**config.mk**
```make
export PLATFORM = sky130hd
export DESIGN_NAME = if_id_skid_reg
export DESIGN_NICKNAME = d
export VERILOG_FILES = /design/src/rtl/if_id_skid_reg.sv
export SDC_FILE = /design/constraint.sdc
export NUM_CORES = 1
export LEC_CHECK = 0
export CORE_MARGIN = 3
export CORE_UTILIZATION = 49
export CTS_CLUSTER_DIAMETER = 40
export DETAILED_ROUTE_END_ITERATION = 10
export PLACE_DENSITY = 0.81
export SLEW_MARGIN = 25
export SYNTH_ARGS = -nofsm -noshare
export SYNTH_HDL_FRONTEND = slang
export SYNTH_SLANG_ARGS = --single-unit
```
**constraint.sdc**
```tcl
create_clock -name clk -period 2.76 [get_ports clk]
set_clock_uncertainty 0.2 [all_clocks]
set_input_delay 0.414 -clock clk [delete_from_list [all_inputs] [get_ports clk]]
set_output_delay 0.414 -clock clk [all_outputs]
set_load 0.01 [all_outputs]
```
**src/rtl/if_id_skid_reg.sv**
```systemverilog
// IF/ID pipeline register with a 2-entry skid buffer and MIPS field decode.
// The fetch-side ready is a pure state decode, so it has no combinational path from downstream.
module if_id_skid_reg #(
    parameter int INSTR_W = 32,
    parameter int PC_W    = 32,
    parameter int IMM_W   = 16,
    parameter int CNT_W   = 16
) (
    input  logic               clk,
    input  logic               rst_n,
    input  logic               flush,
    input  logic               in_valid,
    output logic               in_ready,
    input  logic [INSTR_W-1:0] in_instr,
    input  logic [PC_W-1:0]    in_pc,
    output logic               out_valid,
    input  logic               out_ready,
    output logic [5:0]         out_opcode,
    output logic [4:0]         out_rs,
    output logic [4:0]         out_rt,
    output logic [4:0]         out_rd,
    output logic [4:0]         out_shamt,
    output logic [5:0]         out_funct,
    output logic [IMM_W-1:0]   out_imm,
    output logic [25:0]        out_target,
    output logic [PC_W-1:0]    out_pc_plus4,
    output logic               out_is_rtype,
    output logic [CNT_W-1:0]   stall_cnt
);

    typedef struct packed {
        logic [5:0]       opcode;
        logic [4:0]       rs;
        logic [4:0]       rt;
        logic [4:0]       rd;
        logic [4:0]       shamt;
        logic [5:0]       funct;
        logic [IMM_W-1:0] imm;
        logic [25:0]      target;
        logic [PC_W-1:0]  pc_plus4;
        logic             is_rtype;
    } if_id_t;

    typedef enum logic [1:0] {
        EMPTY = 2'd0,
        ONE   = 2'd1,
        TWO   = 2'd2
    } state_e;

    state_e           state_q, state_d;
    if_id_t           main_q, main_d;
    if_id_t           skid_q, skid_d;
    logic [CNT_W-1:0] stall_q, stall_d;
    if_id_t           dec;
    logic             accept;
    logic             consume;

    function automatic if_id_t decode(
        input logic [INSTR_W-1:0] instr,
        input logic [PC_W-1:0]    pc
    );
        if_id_t d;
        d.opcode   = instr[31:26];
        d.rs       = instr[25:21];
        d.rt       = instr[20:16];
        d.rd       = instr[15:11];
        d.shamt    = instr[10:6];
        d.funct    = instr[5:0];
        d.imm      = instr[IMM_W-1:0];
        d.target   = instr[25:0];
        d.pc_plus4 = pc + PC_W'(4);
        d.is_rtype = (instr[31:26] == 6'h00);
        return d;
    endfunction

    assign in_ready  = (state_q != TWO);
    assign out_valid = (state_q != EMPTY);
    assign accept    = in_valid & in_ready;
    assign consume   = out_valid & out_ready;
    assign dec       = decode(in_instr, in_pc);

    always_comb begin
        state_d = state_q;
        main_d  = main_q;
        skid_d  = skid_q;
        if (flush) begin
            state_d = EMPTY;
        end else begin
            unique case (state_q)
                EMPTY: begin
                    if (accept) begin
                        main_d  = dec;
                        state_d = ONE;
                    end
                end
                ONE: begin
                    if (accept && consume) begin
                        main_d = dec;
                    end else if (accept) begin
                        skid_d  = dec;
                        state_d = TWO;
                    end else if (consume) begin
                        state_d = EMPTY;
                    end
                end
                TWO: begin
                    if (consume) begin
                        main_d  = skid_q;
                        state_d = ONE;
                    end
                end
                default: state_d = EMPTY;
            endcase
        end
    end

    // Saturating count of cycles where decode holds off a valid entry.
    always_comb begin
        stall_d = stall_q;
        if (out_valid && !out_ready && (stall_q != {CNT_W{1'b1}})) begin
            stall_d = stall_q + CNT_W'(1);
        end
    end

    always_ff @(posedge clk or negedge rst_n) begin
        if (!rst_n) begin
            state_q <= EMPTY;
            main_q  <= '0;
            skid_q  <= '0;
            stall_q <= '0;
        end else begin
            state_q <= state_d;
            main_q  <= main_d;
            skid_q  <= skid_d;
            stall_q <= stall_d;
        end
    end

    assign out_opcode   = main_q.opcode;
    assign out_rs       = main_q.rs;
    assign out_rt       = main_q.rt;
    assign out_rd       = main_q.rd;
    assign out_shamt    = main_q.shamt;
    assign out_funct    = main_q.funct;
    assign out_imm      = main_q.imm;
    assign out_target   = main_q.target;
    assign out_pc_plus4 = main_q.pc_plus4;
    assign out_is_rtype = main_q.is_rtype;
    assign stall_cnt    = stall_q;

endmodule

```
==> results of run 1 <==
timing repair:
item	4_1_cts	5_1_grt
endpoints found under the setup margin	0	0
hold buffers	1	0
endpoints found under the hold margin	57	0
gates resized for setup	0	0
report_power, final:
group	leakage [nW]	internal [mW]	total, mW	switching, mW
registers	1.80	2.64	2.96	0.315
logic	1.99	0.979	1.69	0.713
clock network	0.285	1.39	2.26	0.871
layout by cell type, fill, tap and decap left out, types with 6 or more instances in the layout:
master	n
sky130_fd_sc_hd__clkdlybuf4s50_1	192
sky130_fd_sc_hd__dfrtp_1	148
sky130_fd_sc_hd__nand2_1	130
sky130_fd_sc_hd__nor2_1	64
sky130_fd_sc_hd__o21ai_0	41
sky130_fd_sc_hd__mux2_2	37
sky130_fd_sc_hd__a31oi_1	37
sky130_fd_sc_hd__nand3_1	25
sky130_fd_sc_hd__xor2_1	22
sky130_fd_sc_hd__a21oi_1	19
sky130_fd_sc_hd__clkbuf_16	17
sky130_fd_sc_hd__xnor2_1	16
sky130_fd_sc_hd__nand4_1	14
sky130_fd_sc_hd__buf_4	13
sky130_fd_sc_hd__inv_1	9
sky130_fd_sc_hd__nor3_1	9
sky130_fd_sc_hd__o22ai_1	7
sky130_fd_sc_hd__and3_1	6
sky130_fd_sc_hd__o211ai_1	6
sky130_fd_sc_hd__a21o_1	6
sky130_fd_sc_hd__clkinv_2	6
sky130_fd_sc_hd__buf_12	6
cell usage after synthesis, types with 3 or more instances:
library cell and count:
sky130_fd_sc_hd__nor2_1 65, sky130_fd_sc_hd__nor3_1 9, sky130_fd_sc_hd__nand3_1 25, sky130_fd_sc_hd__inv_1 9
sky130_fd_sc_hd__a211oi_1 5, sky130_fd_sc_hd__a21o_1 6, sky130_fd_sc_hd__and3_1 6, sky130_fd_sc_hd__buf_4 42
sky130_fd_sc_hd__mux2_2 37, sky130_fd_sc_hd__a31oi_1 37, sky130_fd_sc_hd__nor3b_1 5, sky130_fd_sc_hd__o211ai_1 6
sky130_fd_sc_hd__clkbuf_1 29, sky130_fd_sc_hd__o22ai_1 7, sky130_fd_sc_hd__nand2_1 130, sky130_fd_sc_hd__dfrtp_1 148
sky130_fd_sc_hd__nor4_1 3, sky130_fd_sc_hd__xor2_1 22, sky130_fd_sc_hd__a21oi_1 19, sky130_fd_sc_hd__buf_1 6
sky130_fd_sc_hd__o21ai_0 41, sky130_fd_sc_hd__nand4_1 14, sky130_fd_sc_hd__buf_2 4, sky130_fd_sc_hd__xnor2_1 16
routing by layer:
metal  vias to the layer above  GRT usage [%]  share of wire (%)
met1                      2774           28.6                 44
met4                         0           9.57                2.6
li1                       2752              -                  -
met2                       174           35.4                 49
met3                        34           4.20                4.7
met5                         -              0                  0
sequential cells by signal, indices dropped and copies added, names as in the netlist, 5 cells and up:
| register | cells |
|---|---|
| skid_q | 65 |
| out_pc_plus4 | 32 |
| stall_cnt | 16 |
| out_opcode | 6 |
| out_funct | 5 |
| out_rs | 5 |
cell type report:
cell class | instances | area (um^2)
clock buffer | 22 | 474
fill | 1067 | 4380
inverter | 10 | 37.5
multi-input combinational | 484 | 2840
clock inverter | 10 | 105
timing repair buffer | 213 | 2160
sequential | 148 | 3700
tap | 180 | 225
stage by stage:
stage	hold slack [ns]	total power, mW	cells	worst slack [ns]
6_report	0.277	6.91	1067	0.392
5_1_grt	0.292	7.24	1067	0.280
4_1_cts	0.279	6.97	1067	0.361
3_5_place_dp	0.227	4.69	1034	0.117
3_3_place_gp	0.224	4.63	1034	0.150
2_1_floorplan	-0.0816	3.80	723	0.704
worst max path at each step:
stage	startpoint	endpoint	slack [ns]	cells after the start
floorplan	in_pc[2]	out_pc_plus4[26]	0.70	6
global placement	in_pc[4]	out_pc_plus4[17]	0.15	6
detailed placement	in_pc[4]	out_pc_plus4[17]	0.12	6
CTS	state_q[1]	in_ready	0.36	4
global route	state_q[1]	in_ready	0.28	4
finish	state_q[1]	in_ready	0.39	4
kinds of logic after synthesis:
logic type | count (synthesis) | synth area share, %
simple gates | 273 | 17.5
flops | 148 | 52.7
compound gates | 133 | 11.4
buf+inv | 91 | 7.18
xor+xnor | 38 | 4.74
mux | 38 | 6.08
fa+ha+maj | 2 | 0.356
==> results.cfg, run 1 <==
[clock_tree]
clk_latency_ns = 0.42
cts.repair_timing.setup_buffer_count = 0
register_clock_pin_slew_on_the_reported_worst_setup_and_hold_paths_ns = 0.06
cts.sinks = 148
numCtsBuffers = 17
cts_root_buffer = sky130_fd_sc_hd__clkbuf_16
htree_levels = 4
cts_tree = yes
max-clock-path-buffers = 2

[floorplan]
fp.dieW_um = 126
start_util_pct = 50.4
floorplan.rows = 43
core_area_mm2 = 0.0139
num_io_pins = 194
die-area_mm2 = 0.0158
die_height_um = 126

[worst_hold_path]
startpoint_of_the_lowest_slack_hold_path = out_pc_plus4[8]
worstHoldPathType = reg -> reg
min_delay_path_depth = 1
endpoint_of_the_worst_hold_path = out_pc_plus4[8]

[finish]
number_of_nets_in_the_finished_design = 945
antenna_cells_inserted = 0
area_growth_from_synthesis_to_final_layout_pct = 36.0
final_layout_size_suffix_gt1_share_pct = 11.2
fin_util_pct = 68.5
final_cell_area_mm2 = 0.00955

[logic_synthesis]
synth_seq_cells = 148
post_synth_main_area_contributors = sky130_fd_sc_hd__dfrtp_1, sky130_fd_sc_hd__nand2_1, sky130_fd_sc_hd__mux2_2, sky130_fd_sc_hd__buf_4, sky130_fd_sc_hd__nor2_1
yosys.cell_types.count = 47
netlist.top_cell.by_area = sky130_fd_sc_hd__dfrtp_1
ys_dominant_reg_cell = sky130_fd_sc_hd__dfrtp_1
yosys_warnings = 0
netlist_instances = 723
mappedNetlistNets = 794
synth_top_cell_area_share_pct = 52.7
ys_seq_area_share_pct = 52.7
edff_count_synth = 0
synth_async_sr_flop_share_pct = 100
post_synth_instance_area_mm2 = 0.00702
synth_area_per_cell_um2 = 9.71

[timing]
min_period_ns = 2.37
rsz0062_at_grt = false
slew_violations = 0
setup-violations-final = 0
hold_viol = 0
finalSetupTns_ns = 0
max-slew-margin-rel_pct = 57.3
timing_worst_slew_pin_value_ns = 0.640
timing.final.crit_share_pct = 85.8
clock.fmax_mhz = 422

[place]
final_weighted_congestion_of_routability_driven_global_placement = 0.821
detailed_place_hpwl_mm = 11.7
placed_cell_area_mm2 = 0.00896
buffer_ports.inserted = 193

[detailed_routing]
drt-total-wl_mm = 17.2
vias = 5734
firstDrtPassIters = 4
dr.first_iter.drc_count = 392
route.antenna.remaining_nets = 0
avgViaCountPerCell = 5.37
wl_per_cell_um = 16.1
drt_drc_violations_left = 0

[critical_path]
crit_required_ns = 2.15
cpPeakStageDelay_ns = 0.58
worstReg2RegEnd = out_pc_plus4[24]
reg2reg_depth = 5
critPathArrivalTime_ns = 1.75
worstPathMaxFanout = 6
kind_of_end_point_of_the_critical_path = output pin
critical_path_buf_inv_count = 3
worst_path_dominant_cell_family = buffers and inverters
start_kind = flip-flop
slowest_stage = sky130_fd_sc_hd__clkdlybuf4s50_1
criticalPathCategory = reg -> out
reg2reg_from = state_q[1]
r2r_setup_slack_ns = 0.61
timing.critical_path.cells = inv_1 > nor2_4 > inv_2 > clkdlybuf4s50_1

[grt]
grt_usage_pct = 21.8
number_of_antenna_violations_at_the_first_check_in_global_routing = 0
first_pass_grt_wire_length_mm = 27.8
gr-total-overflow = 0
grt_pass1_vias = 5576
grt_start_max_net_pins = 62

[pwr]
vdd.ir_drop.worst_mv = 0.417
p_leak_nw = 4.07
cellPowerDensity_mw_per_mm2 = 724

[run]
cap_viol_max_count = 0

[status]
status = finished, final reports clean
Power figures use the tool's default switching activity.
==> run 2: changes to the inputs <==
--- a/config.mk
+++ b/config.mk
@@ -6,10 +6,10 @@
 export NUM_CORES = 1
 export LEC_CHECK = 0
 export CORE_MARGIN = 3
-export CORE_UTILIZATION = 49
+export CORE_UTILIZATION = 40
 export CTS_CLUSTER_DIAMETER = 40
 export DETAILED_ROUTE_END_ITERATION = 10
-export PLACE_DENSITY = 0.81
+export PLACE_DENSITY = 0.68
 export SLEW_MARGIN = 25
 export SYNTH_ARGS = -nofsm -noshare
 export SYNTH_HDL_FRONTEND = slang
==> run 2 against run 1 <==
Routed wire length fell by 0.43%. Register-to-register slack better by 0.06 ns. Design area up 0.67%. Worst setup slack improved by 0.0052 ns. First-iteration DRC count down 31%. Clock power up 4%. Global-route usage fell by 4.0 points. Sequential power is essentially flat. Non-clock buffer count is 2 lower. Final cell count rose by 3.6%. Utilization fell by 12 points. Critical path depth is the same. Critical endpoint unchanged. Highest routed layer unchanged.
==> results.cfg, run 2 (synthesis results as in run 1) <==
[timing]
timing_worst_slew_pin_value_ns = 0.695
timing.final.crit_share_pct = 85.6
setup-violations-final = 0
min_period_ns = 2.36
rsz0062_at_grt = false
clock.fmax_mhz = 423
slew_violations = 0
max-slew-margin-rel_pct = 53.6
hold_viol = 0
finalSetupTns_ns = 0

[status]
status = finished, final reports clean

[finish]
most-common-layout-cells = sky130_fd_sc_hd__clkdlybuf4s50_1, sky130_fd_sc_hd__dfrtp_1, sky130_fd_sc_hd__nand2_1
number_of_nets_in_the_finished_design = 943
area_growth_from_synthesis_to_final_layout_pct = 36.9
largest_reg_flops = 65
antenna_cells_inserted = 0
final_layout_size_suffix_gt1_share_pct = 11.2
largest-register = skid_q
layout_commonest_cell = sky130_fd_sc_hd__clkdlybuf4s50_1

[grt]
first_pass_grt_wire_length_mm = 28.3
grt_usage_pct = 17.8
most_used_routing_layer = met2
gr-total-overflow = 0
met2_usage_pct = 29.4
grt_pass1_vias = 5403
number_of_antenna_violations_at_the_first_check_in_global_routing = 0
global_route_track_usage_on_met1_pct = 24.2
grtUsageMet3_pct = 3.21
grt_start_max_net_pins = 71

[floorplan]
fp.dieW_um = 139
die-area_mm2 = 0.0192
start_util_pct = 41.6
die_height_um = 139
num_io_pins = 194
floorplan.rows = 47
core_area_mm2 = 0.0169

[critical_path]
kind_of_end_point_of_the_critical_path = output pin
worst_setup_path_startpoint = state_q[1]
criticalPathCategory = reg -> out
crit_required_ns = 2.15
r2r_setup_slack_ns = 0.67
reg2reg_from = state_q[0]
reg2reg_depth = 4
worstPathMaxFanout = 6
worstSetupEndpoint = in_ready
start_kind = flip-flop
worstReg2RegEnd = skid_q[69]
critPathArrivalTime_ns = 1.75

[clock_tree]
clk_latency_ns = 0.41
cts_root_buffer = sky130_fd_sc_hd__clkbuf_16
cts_resized = 0
register_clock_pin_slew_on_the_reported_worst_setup_and_hold_paths_ns = 0.06
cts.sinks = 148
htree_levels = 4
cts_tree = yes
numCtsBuffers = 17
max-clock-path-buffers = 2
cts.repair_timing.setup_buffer_count = 0

[detailed_routing]
avgViaCountPerCell = 5.09
drt_drc_violations_left = 0
dr.first_iter.drc_count = 272
route.antenna.remaining_nets = 0
drt-total-wl_mm = 17.1
vias = 5629
wl_per_cell_um = 15.5
firstDrtPassIters = 6

[pwr]
p_leak_nw = 4.08
finalPower_mw = 6.98
vdd.ir_drop.worst_mv = 0.423
cellPowerDensity_mw_per_mm2 = 726

[place]
final_weighted_congestion_of_routability_driven_global_placement = 0.814
detailed_place_hpwl_mm = 11.7
buffer_ports.inserted = 193

[worst_hold_path]
worstHoldPathType = reg -> reg

[run]
cap_viol_max_count = 0
## run 2: cell count changes in the layout (fill, tap and decap cells not counted)
cell / change
sky130_fd_sc_hd__clkinv_2: -1
sky130_fd_sc_hd__buf_4: -2
sky130_fd_sc_hd__clkinvlp_4: +1
sky130_fd_sc_hd__clkbuf_8: -1
sky130_fd_sc_hd__clkinv_4: +1
sky130_fd_sc_hd__clkbuf_1: -2
sky130_fd_sc_hd__bufinv_16: +1
sky130_fd_sc_hd__inv_6: +1
## run 2: worst max-delay path: stages (launching register included)
cell,delay (ns)
sky130_fd_sc_hd__dfrtp_1,0.44
sky130_fd_sc_hd__inv_1,0.19
sky130_fd_sc_hd__nor2_4,0.05
sky130_fd_sc_hd__inv_2,0.06
sky130_fd_sc_hd__clkdlybuf4s50_1,0.59
## run 2: what timing repair did
action | 4_1_cts | 5_1_grt
hold buffers | 1 | 0
setup endpoints to repair | 0 | 0
hold endpoints to repair | 68 | 0
## run 2: metal layers
metal  up-vias  wire [um]
li1       2753          -
met1      2707       7730
met2       154       8370
met3        15        758
met4         0        236
met5         -          0
## run 2: how the worst min path moves through the flow
stage,start,to,cells past startpoint
detailed placement,out_pc_plus4[8],out_pc_plus4[8],1
CTS,out_pc_plus4[8],out_pc_plus4[8],1
global route,out_pc_plus4[8],out_pc_plus4[8],1
global placement,skid_q[5],skid_q[5],2
finish,out_pc_plus4[8],out_pc_plus4[8],1
floorplan,rst_n,out_funct[0],0
## run 2: where the power goes
part | switching (mW) | internal [mW] | total, mW
clock network | 0.893 | 1.47 | 2.36
registers | 0.301 | 2.64 | 2.94
logic | 0.702 | 0.978 | 1.68
## run 2: through the flow
step	std cells	hold slack, ns	utilization, %	instance area [um^2]	setup WS (ns)
final	1105	0.275	57.0	9610	0.398
after global routing	1105	0.298	57.0	9610	0.289
after CTS	1105	0.279	57.0	9610	0.354
after detailed placement	1072	0.265	53.3	9000	0.0694
after global placement	1072	0.259	53.3	9000	0.114
after floorplan	723	-0.0816	-	7020	0.704
## run 2: area by class of cell
type	instances	area [um^2]
clock inverter	13	155
timing repair buffer	211	2150
inverter	10	37.5
fill	1524	7260
multi-input combinational	484	2840
tap	220	275
sequential	148	3700
clock buffer	19	453
==> variant 1: new RTL, config.mk and constraints of run 1 <==
Change the parameter `IMM_W` from 16 to 32.
--- a/src/rtl/if_id_skid_reg.sv
+++ b/src/rtl/if_id_skid_reg.sv
@@ -3,7 +3,7 @@
 module if_id_skid_reg #(
     parameter int INSTR_W = 32,
     parameter int PC_W    = 32,
-    parameter int IMM_W   = 16,
+    parameter int IMM_W   = 32,
     parameter int CNT_W   = 16
 ) (
     input  logic               clk,
Interface: changed (resized out_imm); port bits go from 194 to 210. No check against the original RTL was run, so the function may have changed too.
==> variant 1 against run 1 <==
  * Worst setup slack improved by 0.060 ns
  * Via count decreased by 1.4%
  * Critical path type unchanged
  * Sequential share of layout area decreased by 0.24 points
  * Total power increased by 2.9%
  * Synthesized area increased by 2.2%
  * Sequential cell count unchanged
  * Count of clock-buffer cells in the layout decreased by 1
  * Wire length decreased by 3.0%
  * Final area increased by 0.63%
==> variant 1: results (changes against run 1) <==
| Metric | Value |
|---|---|
| Status | finished clean |
| Initial DRC Count | 410 (+4.6%) |
| Top sig layer | met4 |
| CP max stage delay | 0.48 ns (-0.10 ns) |
| Nets@finish | 943 (-0.21%) |
| Number of library cell types mapped by synthesis | 48 (+2.1%) |
| Share of post-route cells with drive strength above 1 | 10.7% (-0.41 points) |
| Dpl ws | 0.128 ns (+0.0103 ns) |
| RePlAce Congestion | 0.810 (-1.3%) |
| Hold slack final | 0.273 ns (-0.00395 ns) |
| Inst Count DP | 1032 (-0.19%) |
| End of the critical path | out_valid |
| Largest net degree at the start of global routing | 149 (+140%) |
| Origin of the worst setup path | state_q[0]$_DFFE_PN0P_ |
| GRT met3 Usage | 4.85% (+0.65 points) |
| Fmax | 433 MHz (+2.6%) |
| Worst EP arrival | 1.69 ns (-0.06 ns) |
| Met1 WL | 7.16 mm (-4.2%) |
| GRT met2 Usage | 34.6% (-0.81 points) |
| Met2 wire len | 8.14 mm (-3.5%) |
| Gr usage total | 20.8% (-0.93 points) |
| Antenna violations before repair | 0 (unchanged) |
| Final Instance Count excl. Fillers | 1064 (-0.28%) |
| Register area share after synthesis | 51.6% (-1.1 points) |
| Worst-Skew Late Latency | 0.42 ns (about the same) |
| Hold_sp | skid_q[15]$_DFFE_PN0P_ |
| Drt total wl | 16.7 mm (-3.0%) |
| Diode count | 0 (unchanged) |
| Post-detail-place hpwl | 11.1 mm (-5.6%) |
| Wire length of the first global-routing pass | 27.2 mm (-2.1%) |
| Synth Instances | 728 (+0.69%) |
| RR Endpoint | out_rd[0]$_DFFE_PN0P_ |
| Leakage | 4.09 nW (+0.41%) |
| Max VDD drop | 0.563 mV (+35%) |
| Synth area leaders | dfrtp_1 (52%), buf_4 (6.7%), nand2_1 (6.1%) |
| Async SR Flop Fraction | 100% (unchanged) |
| Syn. warnings | 0 (unchanged) |
| Port Buf Inserts | 209 (+8.3%) |
| Resize count post-CTS | 0 (unchanged) |
| Clock slew at reported path FFs | 0.06 ns (about the same) |
| HP Class | register to register |
| H-tree level count | 4 (unchanged) |
| Top post-synthesis cells by count | dfrtp_1 (148), nand2_1 (117), nor2_1 (67) |
| Mapped Nets | 799 (+0.63%) |
| Met3 WL | 1.18 mm (+46%) |
| TritonRoute pass-1 iters | 5 (+1) |
| Reg2reg setup slack | 0.50 ns (-0.11 ns) |
| Worst hold stages | 2 (+1) |
| Vias in the first global route | 5368 (-3.7%) |
| DP Area | 9030 sq um (+0.73%) |
| Worst slew margin | 47.2% (-10 points) |
| CTS buffer count | 17 (unchanged) |
| CP top delay family | buffers and inverters |
| Hold Crit Endpoint | skid_q[15]$_DFFE_PN0P_ |
| Met1 GRT Util | 27.4% (-1.2 points) |
| Vias | 5652 (-1.4%) |
| Max Fanout on Critical Path | 7 (+1) |
variant 1: cell types whose count changed after synthesis, sizes merged, moves of 5 or more:
cell	delta
a211oi	-5
inv	-6
and3	+10
o211ai	-6
clkbuf	-14
o22ai	+7
a21oi	+13
nand3	-8
nand2	-13
buf	+31
variant 1: area by class of cell:
class                   count  area [sq um]
clock buffers              21           440
clock inverters            10           134
fillers                  1126          4490
inverters                   4          15.0
multi-input cells         478          2830
flip-flops and latches    148          3700
well taps                 180           225
repair buffers            223          2260
variant 1: where the power goes:
part	leakage [nW]	total, mW	internal [mW]	switching [mW]
Combinational	2.03	1.84	1.09	0.755
Sequential	1.79	3.00	2.66	0.341
Clock	0.277	2.27	1.41	0.861
variant 1: logic make-up after synthesis:
kind of cell,after synthesis,synth area share [%]
adders and majority gates,2,0.349
xor gates and xnor gates,40,4.88
muxes,39,6.10
AOI/OAI and AO/OA,138,11.5
buffers and inverters,102,9.09
and+or+nand+nor,259,16.5
DFF,148,51.6
==> variant 2: new RTL, flow settings as in run 1 <==
Made on the original files. Register the output `stall_cnt` once more, with the module's reset; this adds one clock of latency there. The other outputs are not delayed to match.
--- a/src/rtl/if_id_skid_reg.sv
+++ b/src/rtl/if_id_skid_reg.sv
@@ -146,7 +146,13 @@
     assign out_target   = main_q.target;
     assign out_pc_plus4 = main_q.pc_plus4;
     assign out_is_rtype = main_q.is_rtype;
-    assign stall_cnt    = stall_q;
+    always_ff @(posedge clk or negedge rst_n) begin
+        if (!rst_n) begin
+            stall_cnt <= '0;
+        end else begin
+            stall_cnt <= stall_q;
+        end
+    end
 
 endmodule
 
Function: changed (Yosys sat finds a counterexample within 4 cycles, from zero or initial values and one cycle with rst_n low).
==> variant 2 against run 1 <==
  * Sequential cell count up 16
  * Synthesized area up 7.5%
  * Total power up 5.9%
  * Final area up 4.7%
  * Via count up 2.0%
  * Wire length up 4.3%
  * Sequential power up 9.1%
  * Worst setup slack worse by 0.19 ns
  * Critical endpoint unchanged
  * Highest routed layer unchanged
==> variant 2: results (changes against run 1) <==
| Metric | Value |
|---|---|
| Gr usage total | 21.8% (about the same) |
| Met1 WL | 7.97 mm (+6.5%) |
| Met2 wire len | 8.26 mm (-2.1%) |
| Reg2reg setup slack | 0.54 ns (-0.07 ns) |
| CP max stage delay | 0.61 ns (+0.03 ns) |
| Xor/xnor share of the synthesized area | 4.64% (-0.099 points) |
| Max Fanout on Critical Path | 16 (+10) |
| RR Endpoint | out_pc_plus4[14]$_DFFE_PN0P_ |
| Worst EP arrival | 1.94 ns (+0.19 ns) |
| Synth Area in Compound Gates | 10.1% (-1.3 points) |
| Worst slew margin | 50.9% (-6.4 points) |
| Register area share after synthesis | 54.4% (+1.6 points) |
| Fin util | 67.5% (-1.0 points) |
| Leakage | 4.34 nW (+6.4%) |
| Wire length of the first global-routing pass | 29.1 mm (+4.6%) |
| Share of post-route cells with drive strength above 1 | 10.6% (-0.58 points) |
| Status | finished clean |
| Post-detail-place hpwl | 12.1 mm (+3.1%) |
| Total power | 7.32 mW (+5.9%) |
| Fmax | 391 MHz (-7.5%) |
| Vias per cell | 5.41 (+0.63%) |
| Hold_sp | stall_q[4]$_DFFE_PN0P_ |
| Synth Area in Adders | 0.331% (-0.025 points) |
| Met3 WL | 1.29 mm (+60%) |
| GRT met3 Usage | 4.22% (+0.018 points) |
| Post-synthesis mux area share | 6.50% (+0.42 points) |
| Vias in the first global route | 5747 (+3.1%) |
| Int Pwr | 5.35 mW (+6.7%) |
| Top post-synthesis cells by count | dfrtp_1 (164), nand2_1 (130), nor2_1 (69) |
| Mapped Nets | 812 (+2.3%) |
| Initial DRC Count | 369 (-5.9%) |
## variant 2: changes by cell type in the layout (fill, tap and decap cells not counted), moves of 4 or more
cell / run 1 / this run
mux2_4: 0 / 20
o22ai_1: 7 / 11
nor3b_1: 5 / 0
and4_1: 2 / 6
xnor2_1: 16 / 25
dfrtp_1: 148 / 164
mux2_2: 37 / 16
o21ai_0: 41 / 34
nor2_1: 64 / 69
xor2_1: 22 / 15
buf_4: 13 / 8
## variant 2: how the worst max path moves through the flow
| stage | endpoint | startpoint | depth (start not counted) | slack [ns] |
|---|---|---|---|---|
| after floorplan | skid_q[100]$_DFFE_PN0P_ | in_valid | 6 | 0.82 |
| after global placement | out_pc_plus4[18]$_DFFE_PN0P_ | in_pc[2] | 7 | 0.11 |
| after detailed placement | out_pc_plus4[18]$_DFFE_PN0P_ | in_pc[2] | 7 | 0.1 |
| after CTS | in_ready | state_q[1]$_DFFE_PN0P_ | 3 | 0.16 |
| after global routing | in_ready | state_q[1]$_DFFE_PN0P_ | 3 | 0.11 |
| final | in_ready | state_q[1]$_DFFE_PN0P_ | 3 | 0.20 |
## variant 2: stage by stage
stage	instance area [sq um]	hold slack, ns	cells
after CTS	10000	0.224	1082
after floorplan	7550	-0.0816	741
after global placement	9380	0.206	1049
final	10000	0.227	1082
after global routing	10000	0.237	1082
after detailed placement	9380	0.207	1049
## variant 2: timing repair
action / in CTS / in global routing
buffers inserted: 0 / 0
hold buffers: 1 / 0
hold endpoints to repair: 53 / 0
## variant 2: final cells by class
cell class / instances / share of cell area (%)
clock buffer: 20 / 4.47
clock inverter: 12 / 1.55
inverter: 7 / 0.263
multi-input combinational: 488 / 29.3
sequential: 164 / 41.1
tap: 184 / 2.30
timing repair buffer: 207 / 21.0
